## config.mk

```make
export PLATFORM = sky130hd
export DESIGN_NAME = cell_pos_reader
export DESIGN_NICKNAME = d
export VERILOG_FILES = /design/src/rtl/cell_pos_reader.sv
export SDC_FILE = /design/constraint.sdc
export NUM_CORES = 1
export LEC_CHECK = 0
export ABC_AREA = 1
export BUFFER_PORTS_ARGS = -buffer_cell sky130_fd_sc_hd__buf_2
export CAP_MARGIN = 5
export CORE_MARGIN = 1.5
export CORE_UTILIZATION = 45
export CTS_CLUSTER_DIAMETER = 120
export CTS_CLUSTER_SIZE = 14
export DETAILED_ROUTE_END_ITERATION = 16
export HOLD_SLACK_MARGIN = 0.12
export PLACE_DENSITY = 0.73
export SETUP_SLACK_MARGIN = 0.02
export SLEW_MARGIN = 10
export SYNTH_ARGS = -nofsm -noshare
export SYNTH_HDL_FRONTEND = slang
export SYNTH_SLANG_ARGS = --single-unit
```

## constraint.sdc

```tcl
create_clock -name clock -period 6.28 [get_ports clock]
set_clock_uncertainty 0.15 [all_clocks]
set_input_delay 0.942 -clock clock [delete_from_list [all_inputs] [get_ports clock]]
set_output_delay 0.942 -clock clock [all_outputs]
set_load 0.02 [all_outputs]
```

## src/rtl/cell_pos_reader.sv

```systemverilog
// Streaming read controller for one per-cell position RAM: count fetch, then credit-limited particle reads into a small FIFO.
// Optional stall counter output enabled by defining CELL_READER_STALL_CNT_EN.
module cell_pos_reader #(
    parameter int DATA_WIDTH   = 96,
    parameter int ADDR_WIDTH   = 8,
    parameter int PARTICLE_NUM = 220,
    parameter int FIFO_DEPTH   = 4
) (
    input  logic                  clock,
    input  logic                  reset_n,
    input  logic                  start,
    output logic                  busy,
    output logic                  done,
    output logic [ADDR_WIDTH-1:0] ram_addr,
    output logic                  ram_rden,
    output logic                  ram_wren,
    input  logic [DATA_WIDTH-1:0] ram_q,
    output logic                  out_valid,
    input  logic                  out_ready,
    output logic [DATA_WIDTH-1:0] out_pos,
    output logic [ADDR_WIDTH-1:0] out_pid,
    output logic                  out_last,
    output logic [ADDR_WIDTH-1:0] particle_count,
    output logic                  count_err
`ifdef CELL_READER_STALL_CNT_EN
   ,output logic [15:0]           stall_cycles
`endif
);

    localparam logic [2:0] IDLE     = 3'd0;
    localparam logic [2:0] CNT_RD   = 3'd1;
    localparam logic [2:0] CNT_WAIT = 3'd2;
    localparam logic [2:0] STREAM   = 3'd3;
    localparam logic [2:0] DRAIN    = 3'd4;

    localparam int PTR_W = $clog2(FIFO_DEPTH);
    localparam int CW    = PTR_W + 2;
    localparam logic [ADDR_WIDTH-1:0] MAX_COUNT = ADDR_WIDTH'(PARTICLE_NUM - 1);

    logic [2:0]            state;
    logic                  wait_phase;
    logic [ADDR_WIDTH-1:0] issue_ptr;
    logic [ADDR_WIDTH-1:0] addr_hold;
    logic [ADDR_WIDTH-1:0] raw_count;

    logic                  pipe_v1, pipe_v2;
    logic [ADDR_WIDTH-1:0] pipe_pid1, pipe_pid2;

    logic [DATA_WIDTH-1:0] fifo_pos  [FIFO_DEPTH];
    logic [ADDR_WIDTH-1:0] fifo_pid  [FIFO_DEPTH];
    logic                  fifo_last [FIFO_DEPTH];
    logic [PTR_W:0]        wr_ptr, rd_ptr, occupancy;
    logic [CW-1:0]         credit_used;

    logic issue, fire;

    // A read may only be issued if its data is guaranteed a FIFO slot on return.
    assign occupancy   = wr_ptr - rd_ptr;
    assign credit_used = CW'(occupancy) + CW'(pipe_v1) + CW'(pipe_v2);
    assign issue       = (state == STREAM) && (credit_used < CW'(FIFO_DEPTH));
    assign fire        = out_valid && out_ready;
    assign raw_count   = ram_q[ADDR_WIDTH-1:0];

    assign busy      = (state != IDLE);
    assign ram_wren  = 1'b0;
    assign ram_rden  = (state == CNT_RD) || issue;
    assign ram_addr  = (state == CNT_RD) ? '0 : (issue ? issue_ptr : addr_hold);

    assign out_valid = (occupancy != '0);
    assign out_pos   = fifo_pos[rd_ptr[PTR_W-1:0]];
    assign out_pid   = fifo_pid[rd_ptr[PTR_W-1:0]];
    assign out_last  = fifo_last[rd_ptr[PTR_W-1:0]];

    always_ff @(posedge clock or negedge reset_n) begin
        if (!reset_n) begin
            state          <= IDLE;
            wait_phase     <= 1'b0;
            issue_ptr      <= '0;
            particle_count <= '0;
            count_err      <= 1'b0;
            done           <= 1'b0;
        end else begin
            done <= 1'b0;
            case (state)
                IDLE: begin
                    if (start) begin
                        state          <= CNT_RD;
                        count_err      <= 1'b0;
                        particle_count <= '0;
                    end
                end
                CNT_RD: begin
                    state      <= CNT_WAIT;
                    wait_phase <= 1'b0;
                end
                CNT_WAIT: begin
                    if (!wait_phase) begin
                        wait_phase <= 1'b1;
                    end else begin
                        wait_phase <= 1'b0;
                        if (raw_count > MAX_COUNT) begin
                            count_err      <= 1'b1;
                            particle_count <= MAX_COUNT;
                        end else begin
                            particle_count <= raw_count;
                        end
                        if (raw_count == '0) begin
                            done  <= 1'b1;
                            state <= IDLE;
                        end else begin
                            state     <= STREAM;
                            issue_ptr <= ADDR_WIDTH'(1);
                        end
                    end
                end
                STREAM: begin
                    if (issue) begin
                        issue_ptr <= issue_ptr + 1'b1;
                        if (issue_ptr == particle_count) state <= DRAIN;
                    end
                end
                DRAIN: begin
                    // The last-flagged word is the final one written, so its handshake ends the sweep.
                    if (fire && out_last) begin
                        done  <= 1'b1;
                        state <= IDLE;
                    end
                end
                default: state <= IDLE;
            endcase
        end
    end

    always_ff @(posedge clock or negedge reset_n) begin
        if (!reset_n) begin
            addr_hold <= '0;
        end else if (ram_rden) begin
            addr_hold <= ram_addr;
        end
    end

    // Two-stage shadow of the RAM read latency; clearing it on reset discards stale returns.
    always_ff @(posedge clock or negedge reset_n) begin
        if (!reset_n) begin
            pipe_v1   <= 1'b0;
            pipe_v2   <= 1'b0;
            pipe_pid1 <= '0;
            pipe_pid2 <= '0;
        end else begin
            pipe_v1   <= issue;
            pipe_pid1 <= issue_ptr;
            pipe_v2   <= pipe_v1;
            pipe_pid2 <= pipe_pid1;
        end
    end

    always_ff @(posedge clock or negedge reset_n) begin
        if (!reset_n) begin
            wr_ptr <= '0;
            rd_ptr <= '0;
            for (int i = 0; i < FIFO_DEPTH; i++) begin
                fifo_pos[i]  <= '0;
                fifo_pid[i]  <= '0;
                fifo_last[i] <= 1'b0;
            end
        end else begin
            if (pipe_v2) begin
                fifo_pos[wr_ptr[PTR_W-1:0]]  <= ram_q;
                fifo_pid[wr_ptr[PTR_W-1:0]]  <= pipe_pid2;
                fifo_last[wr_ptr[PTR_W-1:0]] <= (pipe_pid2 == particle_count);
                wr_ptr                       <= wr_ptr + 1'b1;
            end
            if (fire) rd_ptr <= rd_ptr + 1'b1;
        end
    end

`ifdef CELL_READER_STALL_CNT_EN
    always_ff @(posedge clock or negedge reset_n) begin
        if (!reset_n) begin
            stall_cycles <= '0;
        end else if (state == IDLE && start) begin
            stall_cycles <= '0;
        end else if ((state == STREAM || state == DRAIN) && out_valid && !out_ready
                     && stall_cycles != 16'hFFFF) begin
            stall_cycles <= stall_cycles + 16'd1;
        end
    end
`endif

endmodule

```

* After elaboration in Yosys (flattened, before gate mapping) *
Index checks and enable logic that the tools add are counted.
Widths: inputs -> output; s select.

storage, ports and cells
  bits in registers = 474
  word-level logic and storage cells = 112
  input bits = 100
  output and inout port bits = 127

cells by class
  order comparisons = 5
  mux-type cells = 45
  reductions and logical operators = 16
  equality and inequality tests = 13
  $add $sub $neg = 6
  bitwise gates (word level) = 2

operators by type and width
  operator             count
  $bwmux 384           1
  $mux 96              3
  $bmux 96 s2          1
  $demux 96 s2         1
  $mux 8               11
  $bwmux 32            1
  $pmux 8 s2           2
  $bmux 8 s2           1
  $demux 8 s2          1
  $eq 8x8->1           2
  $mux 3               5
  $pmux 3 s5           1
  $ne 2x2->1 const B   6
  $mux 1               10
  $add 8x1->8 const B  1
  $gt 8x8->1 const B   1
  $logic_not 8->1      1
  $reduce_and 4->1     2
  $add 3x1->3 const B  2
  $eq 3x2->1 const B   2
  $ge 3x3->1 const B   2
  $not 2->3            2
  $pmux 1 s2           3
  $reduce_bool 2->1    3
  18 further kinds     22

* Depth between registers and ports, before layout *
Gate-level depths: netlist (run 1).

  depth in word-level cells = 7
  depth in mapped cells = 13
  depth with buffers taken out = 13

* Worst setup path after synthesis (run 1) *
Ideal clock, no wire load.

  path type = flip-flop to output port
  start point = register wr_ptr[0]
  end point = output ram_addr[5]
  data required time = 5188 ps
  setup slack = 3192 ps
  arrival time = 1996 ps
  buffers on the path = 0
  cell stages (with the launch flop) = 12
  cell sequence = dfrtp_1 > inv_1 > ha_1 > fa_1 > inv_1 > nand3_1 > and2_1 > nand3_4 > nand2_2 > inv_2 > nand2_1 > o21ai_1

on the way
  longest elaborated chain between the ends = 7

RTL lines
  item                    RTL line  source
  start, declared         52        logic [PTR_W:0] wr_ptr, rd_ptr, occupancy;
  start signal, assigned  171       wr_ptr <= wr_ptr + 1'b1;
  $sub 3x3->3             58        assign occupancy = wr_ptr - rd_ptr;
  $add 3x1->4             59        assign credit_used = CW'(occupancy) + CW'(pipe_v1) + CW'(pipe_v2);
  $add 4x1->4             59
  $lt 4x3->1              60        assign issue = (state == STREAM) && (credit_used < CW'(FIFO_DEPTH));
  $logic_and 1x1->1       60
  $mux 8 (2 in series)    67        assign ram_addr = (state == CNT_RD) ? '0 : (issue ? issue_ptr : addr_hold);
  end, declared           14        output logic [ADDR_WIDTH-1:0] ram_addr,

No other way between the ends.

* Final worst setup path (run 1) *
  start point = register rd_ptr[0]
  end point = output out_pos[47]

on the way
  longest elaborated chain between the ends = 4

RTL lines
  item                                         RTL line  source
  start, declared                              52
  start signal, assigned                       173       if (fire) rd_ptr <= rd_ptr + 1'b1;
  $not 2->3 (not written as such)              70        assign out_pos = fifo_pos[rd_ptr[PTR_W-1:0]];
  $bmux 96 s2                                  70
  $mux 96 (not written as such) (2 in series)  70
  end, declared                                20        output logic [DATA_WIDTH-1:0] out_pos,

No other way between the ends. The select of a mux whose other input is x is not followed.

==> summary.md, run 1 <==
• **result of the run** finished, final reports clean
• **IO Pins** 227
• **type of the most critical hold path** flip-flop to flip-flop
• **end of the worst register-to-register path** state[0]
• **maximum fanout count along the critical path** 67
• **via count of the first global-routing pass** 16.6k
• **# Post-CTS Setup Buffers** 0
• **Setup TNS** 0 ps
• **TritonCTS buffer count** 39
• **worst hold start** pipe_pid1[3]
• **cts-stage hold buffer count** 0
• **GP Congestion** 0.844
• **r2r setup slk** 3380 ps
• **dpl cells** 3022
• **internal power** 7340 µW
• **clock latency at the later pin of the worst-skew pair** 570 ps
• **drt first pass iters** 6
• **Post-Layout Cell Count** 3066
• **sort of element at the end of the critical path** output port
• **count of yosys warnings during synthesis** 0
• **final count of negative-setup-slack endpoints** 0
• **maximum operating frequency** 0.229 GHz
• **sink count of the clock tree** 474
• **clock tree buffer depth** 3
• **final critical path time including I/O delays and setup** 4360 ps
• **net switching power of the design** 5420 µW
• **Yosys reg bits** 474
• **Antenna Violating Nets Remaining** 0
• **ratio of cells with drive above 1 in the final layout** 12.6%
• **worst hold path cell count** 0
• **number of DRC markers in iteration 0** 1336
• **unrepaired setup endpoints after global routing** false
• **cell at the slowest stage of the critical path** sky130_fd_sc_hd__dfrtp_4
• **row count** 77
• **final count of pins violating max slew** 0
• **synthesized instance count** 2350
• **most used cell, CP** sky130_fd_sc_hd__buf_4
• **number of H-tree levels** 2
• **total grt overflow** 0
• **net switching fraction of the power** 42.5%
• **Worst Hold Margin** 195 ps
• **global-route wire length before repair** 85800 µm
• **die span in y** 216 µm
• **total wire length** 51700 µm
• **CP max stage delay** 920 ps
• **share of synthesized area occupied by flip-flops and latches** 58.3%
• **ratio of total power to cell area** 558 nW/µm²
• **initial standard-cell utilization of the core** 45.8%
• **Post-CTS Resized** 0
• **logic depth of the worst register-to-register path** 9
• **Vias per Instance** 5.44
• **Final nets** 2580
• **Synth Net Count** 2459
• **Comb power frac** 41.5%
• **Wirelength per Cell** 16.9 µm
• **Sequential Power Share** 41.2%
• **clock slew at reported path FFs** 70 ps
• **share of the cycle needed by the critical path after routing** 69.5%
• **DIE AREA** 46500 µm²
• **R2R Path Start** rd_ptr[0]
• **Detail Placement HPWL** 30300 µm
• **average instance area after synthesis** 8.66 µm²
• **Required @ worst endpoint** 5190 ps
• **I/O Buffers** 225
• **share of the synthesized area in the top cell type** 58.3%
• **final standard cell utilization of the core** 51.4%
• **placeable core region** 44400 µm²
• **slew at the pin closest to its max-slew limit** 1150 ps
• **main area contributors after synthesis** sky130_fd_sc_hd__dfrtp_1, sky130_fd_sc_hd__o21ai_0, sky130_fd_sc_hd__nand2_1, sky130_fd_sc_hd__nor2_1, sky130_fd_sc_hd__o22ai_1
• **drc violations** 0
• **total standard cell area after synthesis** 20400 µm²
• **area growth from synthesis to layout** 12.3%
• **kind of start point of the critical path** flip-flop
• **ordered list of cells on the worst path** buf_4 -> buf_4 -> nor2_1 -> o22ai_1 -> buf_2
• **overall global routing resource usage** 22.5%
• **maximum number of pins on one net before global-route repair** 181
• **vias post-DR** 16.7k
• **end point of the most critical hold path** pipe_pid2[3]
• **Clk network pwr share** 17.4%
• **number of library cell types mapped by synthesis** 32
• **horizontal die dimension** 216 µm
• **arrival time of the worst setup path** 3270 ps
• **CTS tree** yes
• **Total Power Consumption** 12800 µW
• **number of maximum-capacitance constraint violations** 0
• **final hold violation count** 0
• **Critical Setup Path Class** flip-flop to output port
• **worst voltage drop across the vdd grid** 0.272 mV
• **Static Leakage** 0.0112 µW
• **relative slew slack** 23.5%
• **cell type contributing the most total cell area after synthesis** sky130_fd_sc_hd__dfrtp_1
• **Clock Root Buffer** sky130_fd_sc_hd__clkbuf_16
• **number of antenna violations at the first check in global routing** 1
## worst max-delay path, delay by kind of cell (launching register included)
kind,cells,cell delay (ps)
buffers and inverters,3,1260
flip-flops,1,920
AO/OA/AOI/OAI,1,270
AND/OR/NAND/NOR,1,150
## logic make-up (layout without fill, tap and decap cells)
kind of cell,Yosys count,in the layout,synth area share [%]
other,1,2,0.0184
flip-flops,474,474,58.3
adder cells (fa/ha/maj),9,9,0.590
XOR/XNOR,16,16,0.688
AND/OR/NAND/NOR,767,767,14.7
AO/OA/AOI/OAI,777,777,19.8
buffers and inverters,306,429,5.93
## registers in the layout (all words and copies together), names as in the netlist
name,flops
addr_hold,8
count_err,1
done,1
fifo_last,4
fifo_pid,32
fifo_pos,384
issue_ptr,8
particle_count,8
pipe_pid1,8
pipe_pid2,8
pipe_v1,1
pipe_v2,1
rd_ptr,3
state,3
wait_phase,1
wr_ptr,3
## synth_stat cells
cell,n
sky130_fd_sc_hd__clkbuf_2,1
sky130_fd_sc_hd__o21ai_0,649
sky130_fd_sc_hd__nor2_4,1
sky130_fd_sc_hd__conb_1,1
sky130_fd_sc_hd__nand3_1,15
sky130_fd_sc_hd__a21oi_2,1
sky130_fd_sc_hd__buf_2,30
sky130_fd_sc_hd__o22ai_1,106
sky130_fd_sc_hd__or2_2,2
sky130_fd_sc_hd__nor2_8,1
sky130_fd_sc_hd__dfrtp_1,474
sky130_fd_sc_hd__nand2_4,1
sky130_fd_sc_hd__buf_6,1
sky130_fd_sc_hd__a21oi_1,3
sky130_fd_sc_hd__xnor2_1,6
sky130_fd_sc_hd__o21ai_1,18
sky130_fd_sc_hd__buf_1,27
sky130_fd_sc_hd__xor2_1,10
sky130_fd_sc_hd__buf_4,3
sky130_fd_sc_hd__and2_1,1
sky130_fd_sc_hd__inv_2,6
sky130_fd_sc_hd__nand4_1,10
sky130_fd_sc_hd__nor2_2,1
sky130_fd_sc_hd__nand2_2,4
sky130_fd_sc_hd__nand2_1,500
sky130_fd_sc_hd__ha_1,8
sky130_fd_sc_hd__nor2_1,223
sky130_fd_sc_hd__inv_1,137
sky130_fd_sc_hd__nand3_4,1
sky130_fd_sc_hd__clkbuf_1,101
sky130_fd_sc_hd__fa_1,1
sky130_fd_sc_hd__nor3_1,7
## layout make-up
cell class / count / area, µm²
Multi-Input combinational cell: 1570 / 7320
Timing Repair Buffer: 243 / 1330
Sequential cell: 474 / 11900
Inverter: 143 / 543
Clock buffer: 43 / 1040
Fill cell: 4090 / 21600
Antenna cell: 1 / 2.50
Tap cell: 592 / 741
## layer usage
metal | vias to the layer above | part of all wire, % | wire length (µm) | global-route usage, %
li1 | 7975 | - | - | -
met5 | - | 0 | 0 | 0
met4 | 0 | 2.6 | 1320 | 7.41
met2 | 511 | 47 | 24500 | 36.9
met1 | 8116 | 44 | 22900 | 30.6
met3 | 84 | 5.6 | 2920 | 3.85
## how the worst max path moves through the flow
stage	slack (ps)	to	cells after the start	start
finish	1920	out_pos[47]	5	rd_ptr[0]
global route	1700	ram_addr[5]	10	rd_ptr[0]
CTS	1860	ram_addr[0]	10	rd_ptr[0]
floorplan	3190	ram_addr[5]	11	wr_ptr[0]
detailed placement	2510	ram_addr[0]	10	rd_ptr[0]
global placement	2580	ram_addr[6]	10	rd_ptr[0]
## layout by cell type (no fill, tap or decap)
master,n
sky130_fd_sc_hd__buf_8,1
sky130_fd_sc_hd__xnor2_1,6
sky130_fd_sc_hd__or2_2,2
sky130_fd_sc_hd__nand3_4,1
sky130_fd_sc_hd__fa_1,1
sky130_fd_sc_hd__nand3_1,15
sky130_fd_sc_hd__nand4_1,10
sky130_fd_sc_hd__clkbuf_16,41
sky130_fd_sc_hd__inv_2,6
sky130_fd_sc_hd__o21ai_0,649
sky130_fd_sc_hd__dfrtp_1,472
sky130_fd_sc_hd__buf_4,13
sky130_fd_sc_hd__conb_1,1
sky130_fd_sc_hd__and2_1,1
sky130_fd_sc_hd__inv_1,135
sky130_fd_sc_hd__nor2_1,223
sky130_fd_sc_hd__o21ai_1,18
sky130_fd_sc_hd__diode_2,1
sky130_fd_sc_hd__nor2_2,1
sky130_fd_sc_hd__nor3_1,7
sky130_fd_sc_hd__buf_2,224
sky130_fd_sc_hd__nor2_4,1
sky130_fd_sc_hd__clkbuf_8,1
sky130_fd_sc_hd__ha_1,8
sky130_fd_sc_hd__xor2_1,10
sky130_fd_sc_hd__dfrtp_4,2
sky130_fd_sc_hd__nand2_1,496
sky130_fd_sc_hd__buf_12,5
sky130_fd_sc_hd__a21oi_2,1
sky130_fd_sc_hd__clkbuf_1,1
sky130_fd_sc_hd__nand2_2,4
sky130_fd_sc_hd__o22ai_1,106
sky130_fd_sc_hd__clkinv_2,1
sky130_fd_sc_hd__a21oi_1,3
sky130_fd_sc_hd__nand2_4,5
sky130_fd_sc_hd__nor2_8,1
sky130_fd_sc_hd__inv_6,1
## power groups by stage
| stage | logic (µW) | clock network [µW] | registers (µW) |
|---|---|---|---|
| after global placement | 5160 | 0 | 5220 |
| after global routing | 5920 | 2390 | 5420 |
| after detailed placement | 5310 | 0 | 5280 |
| after floorplan | 3770 | 0 | 4980 |
| after CTS | 5340 | 2290 | 5240 |
| final | 5290 | 2220 | 5250 |
## through the flow
step / setup WS, ps / cell area (µm²)
finish: 1920 / 22800
global route: 1700 / 22800
CTS: 1860 / 22800
detailed placement: 2510 / 21800
global placement: 2580 / 21800
floorplan: 3190 / 20400
No activity file was read; power rests on OpenSTA's default activity.
==> run 2: changes to the inputs <==
==> constraint.sdc (replaced) <==
create_clock -name clock -period 4.2 [get_ports clock]
set_clock_uncertainty 0.15 [all_clocks]
set_input_delay 0.63 -clock clock [delete_from_list [all_inputs] [get_ports clock]]
set_output_delay 0.63 -clock clock [all_outputs]
set_load 0.02 [all_outputs]
==> run 2 against run 1 <==
Sequential share of layout area decreased by 0.27 points. Register-to-register slack got worse by 1900 ps. Count of clock-buffer cells in the layout decreased by 2. Worst setup slack got worse by 1500 ps. Via count decreased by 0.13%. Global-route usage decreased by 0.79 points. Highest routed layer unchanged.
==> summary.md, run 2 (same netlist as run 1, synthesis figures left out) <==
• **largest register by flop count** fifo_pos
• **unrepaired setup endpoints after global routing** false
• **most used routing layer in global routing** met2
• **result of the run** finished, final reports clean
• **# Post-CTS Setup Buffers** 0, unchanged
• **horizontal die dimension** 216 µm, unchanged
• **total grt overflow** 0, unchanged
• **met3 Resource Use GR** 3.24%, -0.61 points
• **Critical Setup Path Class** flip-flop to output port
• **final count of pins violating max slew** 0, unchanged
• **number of maximum-capacitance constraint violations** 0, unchanged
• **row count** 77, unchanged
• **type of the most critical hold path** flip-flop to flip-flop
• **# fillers** 4100, +0.24%
• **number of flip-flops under the largest register name** 384, unchanged
• **total wire length** 50600 µm, -2.1%
• **ratio of cells with drive above 1 in the final layout** 12.9%, +0.31 points
• **placeable core region** 44400 µm², unchanged
• **leading registers by flop count** fifo_pos x384, fifo_pid x32
• **drt first pass iters** 8, +2
• **global-route wire length before repair** 82900 µm, -3.4%
• **arrival time of the worst setup path** 3040 ps, -230 ps
• **sort of element at the end of the critical path** output port
• **kind of start point of the critical path** flip-flop
• **ratio of total power to cell area** 829 nW/µm², +48%
• **share of the cycle needed by the critical path after routing** 91.0%
• **r2r setup slk** 1520 ps, -1860 ps
• **initial standard-cell utilization of the core** 45.8%, unchanged
• **CP max stage delay** 670 ps, -250 ps
• **via count of the first global-routing pass** 16.2k, -2.3%
• **overall global routing resource usage** 21.8%, -0.79 points
• **Post-CTS Resized** 0, unchanged
• **IO Pins** 227, unchanged
• **Clock Root Buffer** sky130_fd_sc_hd__clkbuf_16
• **pre-CTS WS** 960 ps, -1550 ps
• **Vias per Instance** 5.42, -0.45%
• **relative slew slack** 35.0%, +11 points
• **number of antenna violations at the first check in global routing** 1, unchanged
• **number of DRC markers in iteration 0** 1541, +15%
• **maximum fanout count along the critical path** 39, -42%
• **most common library cell in the layout ignoring fill and taps** sky130_fd_sc_hd__o21ai_0
• **DIE AREA** 46500 µm², unchanged
• **clock tree buffer depth** 3, unchanged
• **slew at the pin closest to its max-slew limit** 975 ps, -171 ps
• **maximum number of pins on one net before global-route repair** 115, -36%
• **minimum setup slack in the final design** 377 ps, -1540 ps
• **Global Route met1 Usage** 29.7%, -0.90 points
• **clock slew at reported path FFs** 60 ps, about the same
• **TritonCTS buffer count** 39, unchanged
• **logic depth of the worst register-to-register path** 9, unchanged
• **I/O Buffers** 225, unchanged
• **die span in y** 216 µm, unchanged
• **cell at the slowest stage of the critical path** sky130_fd_sc_hd__dfrtp_4
• **DP Area** 21900 µm², +0.62%
• **Antenna Violating Nets Remaining** 0, unchanged
• **area growth from synthesis to layout** 12.9%
• **GP Congestion** 0.870, +3.1%
• **worst voltage drop across the vdd grid** 0.390 mV, +43%
• **drc violations** 0, unchanged
• **Detail Placement HPWL** 30500 µm, +0.35%
• **cts-stage hold buffer count** 1, +1
• **maximum operating frequency** 0.262 GHz
• **number of H-tree levels** 2, unchanged
• **clock latency at the later pin of the worst-skew pair** 570 ps, about the same
• **worst hold path cell count** 0, unchanged
• **final critical path time including I/O delays and setup** 3820 ps
• **Wirelength per Cell** 16.4 µm, -2.4%
• **Final nets** 2589, +0.35%
• **Static Leakage** 0.0113 µW, +0.55%
• **final hold violation count** 0, unchanged
• **leading cell types in the layout, fill and taps excluded** sky130_fd_sc_hd__o21ai_0, sky130_fd_sc_hd__nand2_1, sky130_fd_sc_hd__dfrtp_1, sky130_fd_sc_hd__buf_2, sky130_fd_sc_hd__nor2_1
• **ordered list of cells on the worst path** ha_1 -> fa_1 -> inv_1 -> nand3_1 -> and2_1 -> nand3_4 -> nand2_2 -> inv_2 -> nand2_1 -> o21ai_1 -> buf_2
• **final count of negative-setup-slack endpoints** 0, unchanged
• **sink count of the clock tree** 474, unchanged
• **Setup TNS** 0 ps, unchanged
• **vias post-DR** 16.7k, -0.13%
• **area of all placed cells without fillers** 23000 µm², +0.53%
• **Required @ worst endpoint** 3420 ps, -1770 ps
• **global routing met2 resource utilization** 35.5%, -1.4 points
• **CTS tree** yes
[run 2: cell count changes in the layout (fill, tap and decap cells not counted)]
| cell | before | now |
|---|---|---|
| sky130_fd_sc_hd__inv_6 | 1 | 4 |
| sky130_fd_sc_hd__buf_4 | 13 | 15 |
| sky130_fd_sc_hd__buf_12 | 5 | 11 |
| sky130_fd_sc_hd__dlygate4sd3_1 | 0 | 1 |
| sky130_fd_sc_hd__clkbuf_16 | 41 | 39 |
[run 2: final timing paths]
check,endpoint,start
max,ram_addr[7],rd_ptr[0]
min,pipe_pid2[6],pipe_pid1[6]
max reg2reg,state[0],rd_ptr[0]
min reg2reg,pipe_pid2[6],pipe_pid1[6]
max in group asynchronous,fifo_pos[59],reset_n
min in group asynchronous,fifo_pos[302],reset_n
[run 2: stage by stage]
step,total power (µW),utilization [%],std cells,hold WS (ps)
6_report,19000,51.7,3076,199
5_1_grt,20500,51.7,3076,208
4_1_cts,19200,51.7,3075,185
3_5_place_dp,15900,49.4,3030,186
3_3_place_gp,15500,49.4,3030,182
2_1_floorplan,13100,-,2350,181
[run 2: report_power, final]
part,switching [µW],internal (µW),leakage [µW]
Sequential,1210,6580,0.00542
Clock,1570,1680,0.000503
Combinational,5310,2700,0.00535
[run 2: layer usage]
layer | share of wire [%] | wire length, µm
met2 | 48 | 24200
met4 | 2.4 | 1230
met5 | 0 | 0
met3 | 5.4 | 2710
met1 | 44 | 22500
[run 2: cell type report]
type	count	area (µm²)	share of cell area, %
Sequential cell	474	11900	51.7
Multi-Input combinational cell	1570	7320	31.8
Timing Repair Buffer	252	1480	6.44
Clock buffer	41	993	4.33
Tap cell	592	741	3.22
Inverter	143	543	2.36
Clock inverter	3	26.3	0.114
Antenna cell	1	2.50	0.0109
[run 2: worst max-delay path, delay by kind of cell, from the launching register on]
kind                       cells  cell delay, ps
adders and majority gates      2             680
and+or+nand+nor                5             680
DFF                            1             670
buffers and inverters          3             370
AOI/OAI and AO/OA              1              80
==> run 3: changes to the inputs <==
--- a/config.mk
+++ b/config.mk
@@ -5,10 +5,9 @@
 export SDC_FILE = /design/constraint.sdc
 export NUM_CORES = 1
 export LEC_CHECK = 0
-export ABC_AREA = 1
 export BUFFER_PORTS_ARGS = -buffer_cell sky130_fd_sc_hd__buf_2
 export CAP_MARGIN = 5
-export CORE_MARGIN = 1.5
+export CORE_MARGIN = 10
 export CORE_UTILIZATION = 45
 export CTS_CLUSTER_DIAMETER = 120
 export CTS_CLUSTER_SIZE = 14
==> run 3 against run 2 <==
Routed wire length decreased by 12%. Synthesized cell count decreased by 47%. Register-to-register slack got worse by 110 ps. Largest cell class unchanged.
==> summary.md, run 3 <==
• **clock latency at the later pin of the worst-skew pair** 560 ps, about the same
• **unrepaired setup endpoints after global routing** false
• **share of synthesized registers carrying an async set or reset** 100%, unchanged
• **Final nets** 1567, -39%
• **largest register by flop count** fifo_pos
• **area of all placed cells without fillers** 23300 µm², +1.4%
• **number of maximum-capacitance constraint violations** 0, unchanged
• **worst voltage drop across the vdd grid** 0.621 mV, +59%
• **drt first pass iters** 4, -4
• **relative slew slack** 35.5%, +0.52 points
• **ratio of total power to cell area** 877 nW/µm², +5.7%
• **# Post-CTS Setup Buffers** 0, unchanged
• **final count of pins violating max slew** 0, unchanged
• **net switching fraction of the power** 35.8%, -6.7 points
• **Comb power frac** 45.4%, +3.4 points
• **IO Pins** 227, unchanged
• **count of flip-flops with a built-in enable after synthesis** 0, unchanged
• **type of the most critical hold path** input port to flip-flop
• **final critical path time including I/O delays and setup** 3590 ps, -231 ps
• **DP Area** 22200 µm², +1.4%
• **cell type contributing the most total cell area after synthesis** sky130_fd_sc_hd__dfrtp_1
• **count of yosys warnings during synthesis** 0, unchanged
• **worst setup path startpoint** wr_ptr[0]
• **number of antenna violations at the first check in global routing** 4, +3
• **Clock Root Buffer** sky130_fd_sc_hd__clkbuf_16
• **synthesized instance count** 1249, -47%
• **Detail Placement HPWL** 27900 µm, -8.3%
• **Vias per Instance** 5.54, +2.2%
• **initial standard-cell utilization of the core** 45.8%, -0.071 points
• **R2R Path Start** wr_ptr[0]
• **DIE AREA** 54200 µm², +16%
• **sort of element at the end of the critical path** output port
• **Wirelength per Cell** 21.6 µm, +31%
• **number of flip-flops under the largest register name** 384, unchanged
• **drc violations** 0, unchanged
• **result of the run** finished, final reports clean
• **Static Leakage** 0.0102 µW, -9.6%
• **overall global routing resource usage** 16.7%, -5.1 points
• **Synth Net Count** 1358, -45%
• **final standard cell utilization of the core** 52.3%, +0.62 points
• **ratio of cells with drive above 1 in the final layout** 56.3%, +43 points
• **CTS tree** yes
• **end of the worst register-to-register path** issue_ptr[7]
• **Global Route met1 Usage** 22.6%, -7.0 points
• **number of DRC markers in iteration 0** 550, -64%
• **GP Congestion** 0.776, -11%
• **vias post-DR** 11.4k, -32%
• **main area contributors after synthesis** sky130_fd_sc_hd__dfrtp_1, sky130_fd_sc_hd__mux2_2, sky130_fd_sc_hd__mux4_2, sky130_fd_sc_hd__nand2_1, sky130_fd_sc_hd__o21ai_0
• **horizontal die dimension** 233 µm, +7.9%
• **total standard cell area after synthesis** 20400 µm², about the same
• **average instance area after synthesis** 16.3 µm², +88%
• **Required @ worst endpoint** 3420 ps, about the same
• **sequential cell area** 11900 µm², unchanged
• **TritonCTS buffer count** 39, unchanged
• **placeable core region** 44500 µm², +0.22%
• **area growth from synthesis to layout** 14.4%
• **I/O Buffers** 225, unchanged
• **share of the synthesized area in the top cell type** 58.2%, about the same
• **share of synthesized area occupied by flip-flops and latches** 58.2%, about the same
• **row count** 77, unchanged
• **clock slew at reported path FFs** 70 ps, about the same
• **slew at the pin closest to its max-slew limit** 967 ps, -7.87 ps
• **leading cell types in the layout, fill and taps excluded** sky130_fd_sc_hd__dfrtp_1, sky130_fd_sc_hd__mux2_2, sky130_fd_sc_hd__buf_2, sky130_fd_sc_hd__mux4_2, sky130_fd_sc_hd__clkbuf_16
• **number of H-tree levels** 2, unchanged
• **met3 Resource Use GR** 2.87%, -0.37 points
• **Sequential Power Share** 38.6%, -2.3 points
• **Critical Setup Path Class** flip-flop to output port
• **most used routing layer in global routing** met2
• **Antenna Violating Nets Remaining** 0, unchanged
• **leading register cell type out of synthesis** sky130_fd_sc_hd__dfrtp_1
• **internal power** 13100 µW, +20%
• **maximum operating frequency** 0.278 GHz, +6.4%
• **total grt overflow** 0, unchanged
• **global routing met2 resource utilization** 27.1%, -8.4 points
• **combined area of the multi-input logic cells** 8170 µm², +12%
• **number of library cell types mapped by synthesis** 42, +31%
• **net switching power of the design** 7310 µW, -9.7%
• **die span in y** 233 µm, +7.9%
• **kind of start point of the critical path** flip-flop
• **leading registers by flop count** fifo_pos x384, fifo_pid x32
• **final hold violation count** 0, unchanged
• **r2r setup slk** 1410 ps, -110 ps
• **most common library cell in the layout ignoring fill and taps** sky130_fd_sc_hd__dfrtp_1
• **Clk network pwr share** 16.0%, -1.1 points
• **clock tree buffer depth** 3, unchanged
• **Worst Setup EP** ram_addr[7]
• **global-route wire length before repair** 71600 µm, -14%
• **Setup TNS** 0 ps, unchanged
• **total wire length** 44400 µm, -12%
• **final count of negative-setup-slack endpoints** 0, unchanged
• **most frequent cell after synthesis** sky130_fd_sc_hd__dfrtp_1
• **maximum fanout count along the critical path** 18, -54%
• **logic depth of the worst register-to-register path** 10, +1
• **arrival time of the worst setup path** 2810 ps, -230 ps
• **sink count of the clock tree** 474, unchanged
• **# fillers** 3688, -10%
• **maximum number of pins on one net before global-route repair** 110, -4.3%
• **Yosys reg bits** 474, unchanged
• **top post-synthesis cells by count** sky130_fd_sc_hd__dfrtp_1, sky130_fd_sc_hd__mux2_2, sky130_fd_sc_hd__mux4_2, sky130_fd_sc_hd__nand2_1, sky130_fd_sc_hd__buf_1
• **share of the cycle needed by the critical path after routing** 85.5%, -5.5 points
• **via count of the first global-routing pass** 12.6k, -22%
run 3: cell types whose count changed after synthesis, sizes merged, moves of 81 or more:
cell / previous run / this run
clkbuf: 102 / 21
nand2: 505 / 35
mux4: 0 / 105
mux2: 0 / 417
o21ai: 667 / 26
o22ai: 106 / 1
nor2: 226 / 10
inv: 143 / 10
run 3: layout make-up:
cell class / instances / area share, %
Inverter: 10 / 0.183
Multi-Input combinational cell: 688 / 35.1
Sequential cell: 474 / 51.0
Tap cell: 592 / 3.18
Antenna cell: 2 / 0.0215
Clock inverter: 2 / 0.107
Timing Repair Buffer: 245 / 6.12
Clock buffer: 42 / 4.37
run 3: cells by family (layout without fill, tap and decap cells):
logic type | Yosys count | count (layout) | synth area share (%)
simple gates | 75 | 75 | 1.76
xor+xnor | 24 | 24 | 1.11
fa+ha+maj | 9 | 9 | 0.590
flops | 474 | 474 | 58.2
mux | 522 | 522 | 34.7
compound gates | 57 | 57 | 1.82
buf+inv | 87 | 299 | 1.80
other cells | 1 | 3 | 0.0184
run 3: repair_timing:
item / in CTS / in global routing
hold buffers: 1 / 0
endpoints found under the hold margin: 100 / 0
setup endpoints to repair: 0 / 0
gates resized for setup: 0 / 0
run 3: worst min-delay path by stage:
stage,from,end,slack [ps],depth (start not counted)
6_report,ram_q[24],fifo_pos[120],190,2
5_1_grt,ram_q[17],fifo_pos[113],170,2
4_1_cts,ram_q[24],fifo_pos[120],150,2
3_3_place_gp,pipe_pid1[7],pipe_pid2[7],180,0
3_5_place_dp,pipe_pid1[6],pipe_pid2[6],180,0
2_1_floorplan,reset_n,addr_hold[0],180,0
run 3: power by group through the flow:
stage          registers, µW  logic (µW)  clock network [µW]
6_report                7880        9270                3280
2_1_floorplan           7560        7000                   0
5_1_grt                 8140       10000                3570
3_3_place_gp            7810        9250                   0
4_1_cts                 7880        9480                3410
3_5_place_dp            7960        9460                   0
run 3: metrics by stage:
| stage | std cells | hold slack [ps] | total power (µW) | setup slack, ps |
|---|---|---|---|---|
| floorplan | 1249 | 181 | 14600 | 1180 |
| CTS | 2053 | 149 | 20800 | 538 |
| global placement | 2008 | 184 | 17100 | 1260 |
| detailed placement | 2008 | 185 | 17400 | 1170 |
| global route | 2055 | 174 | 21700 | 401 |
| finish | 2055 | 188 | 20400 | 608 |
run 3: per-layer routing:
metal,part of all wire [%],vias to the layer above
li1,-,5032
met1,45,6069
met2,49,221
met3,4.3,58
met4,2.0,2
met5,0.036,-
run 3: worst max-delay path, cell delays in order, from the launching register on:
cell and delay [ps]:
sky130_fd_sc_hd__dfrtp_1 410, sky130_fd_sc_hd__inv_1 100, sky130_fd_sc_hd__ha_1 220, sky130_fd_sc_hd__fa_1 370
sky130_fd_sc_hd__xnor3_2 240, sky130_fd_sc_hd__o21a_4 150, sky130_fd_sc_hd__nand3_4 170, sky130_fd_sc_hd__inv_6 200
sky130_fd_sc_hd__nand2_1 90, sky130_fd_sc_hd__o21ai_0 90, sky130_fd_sc_hd__buf_2 200
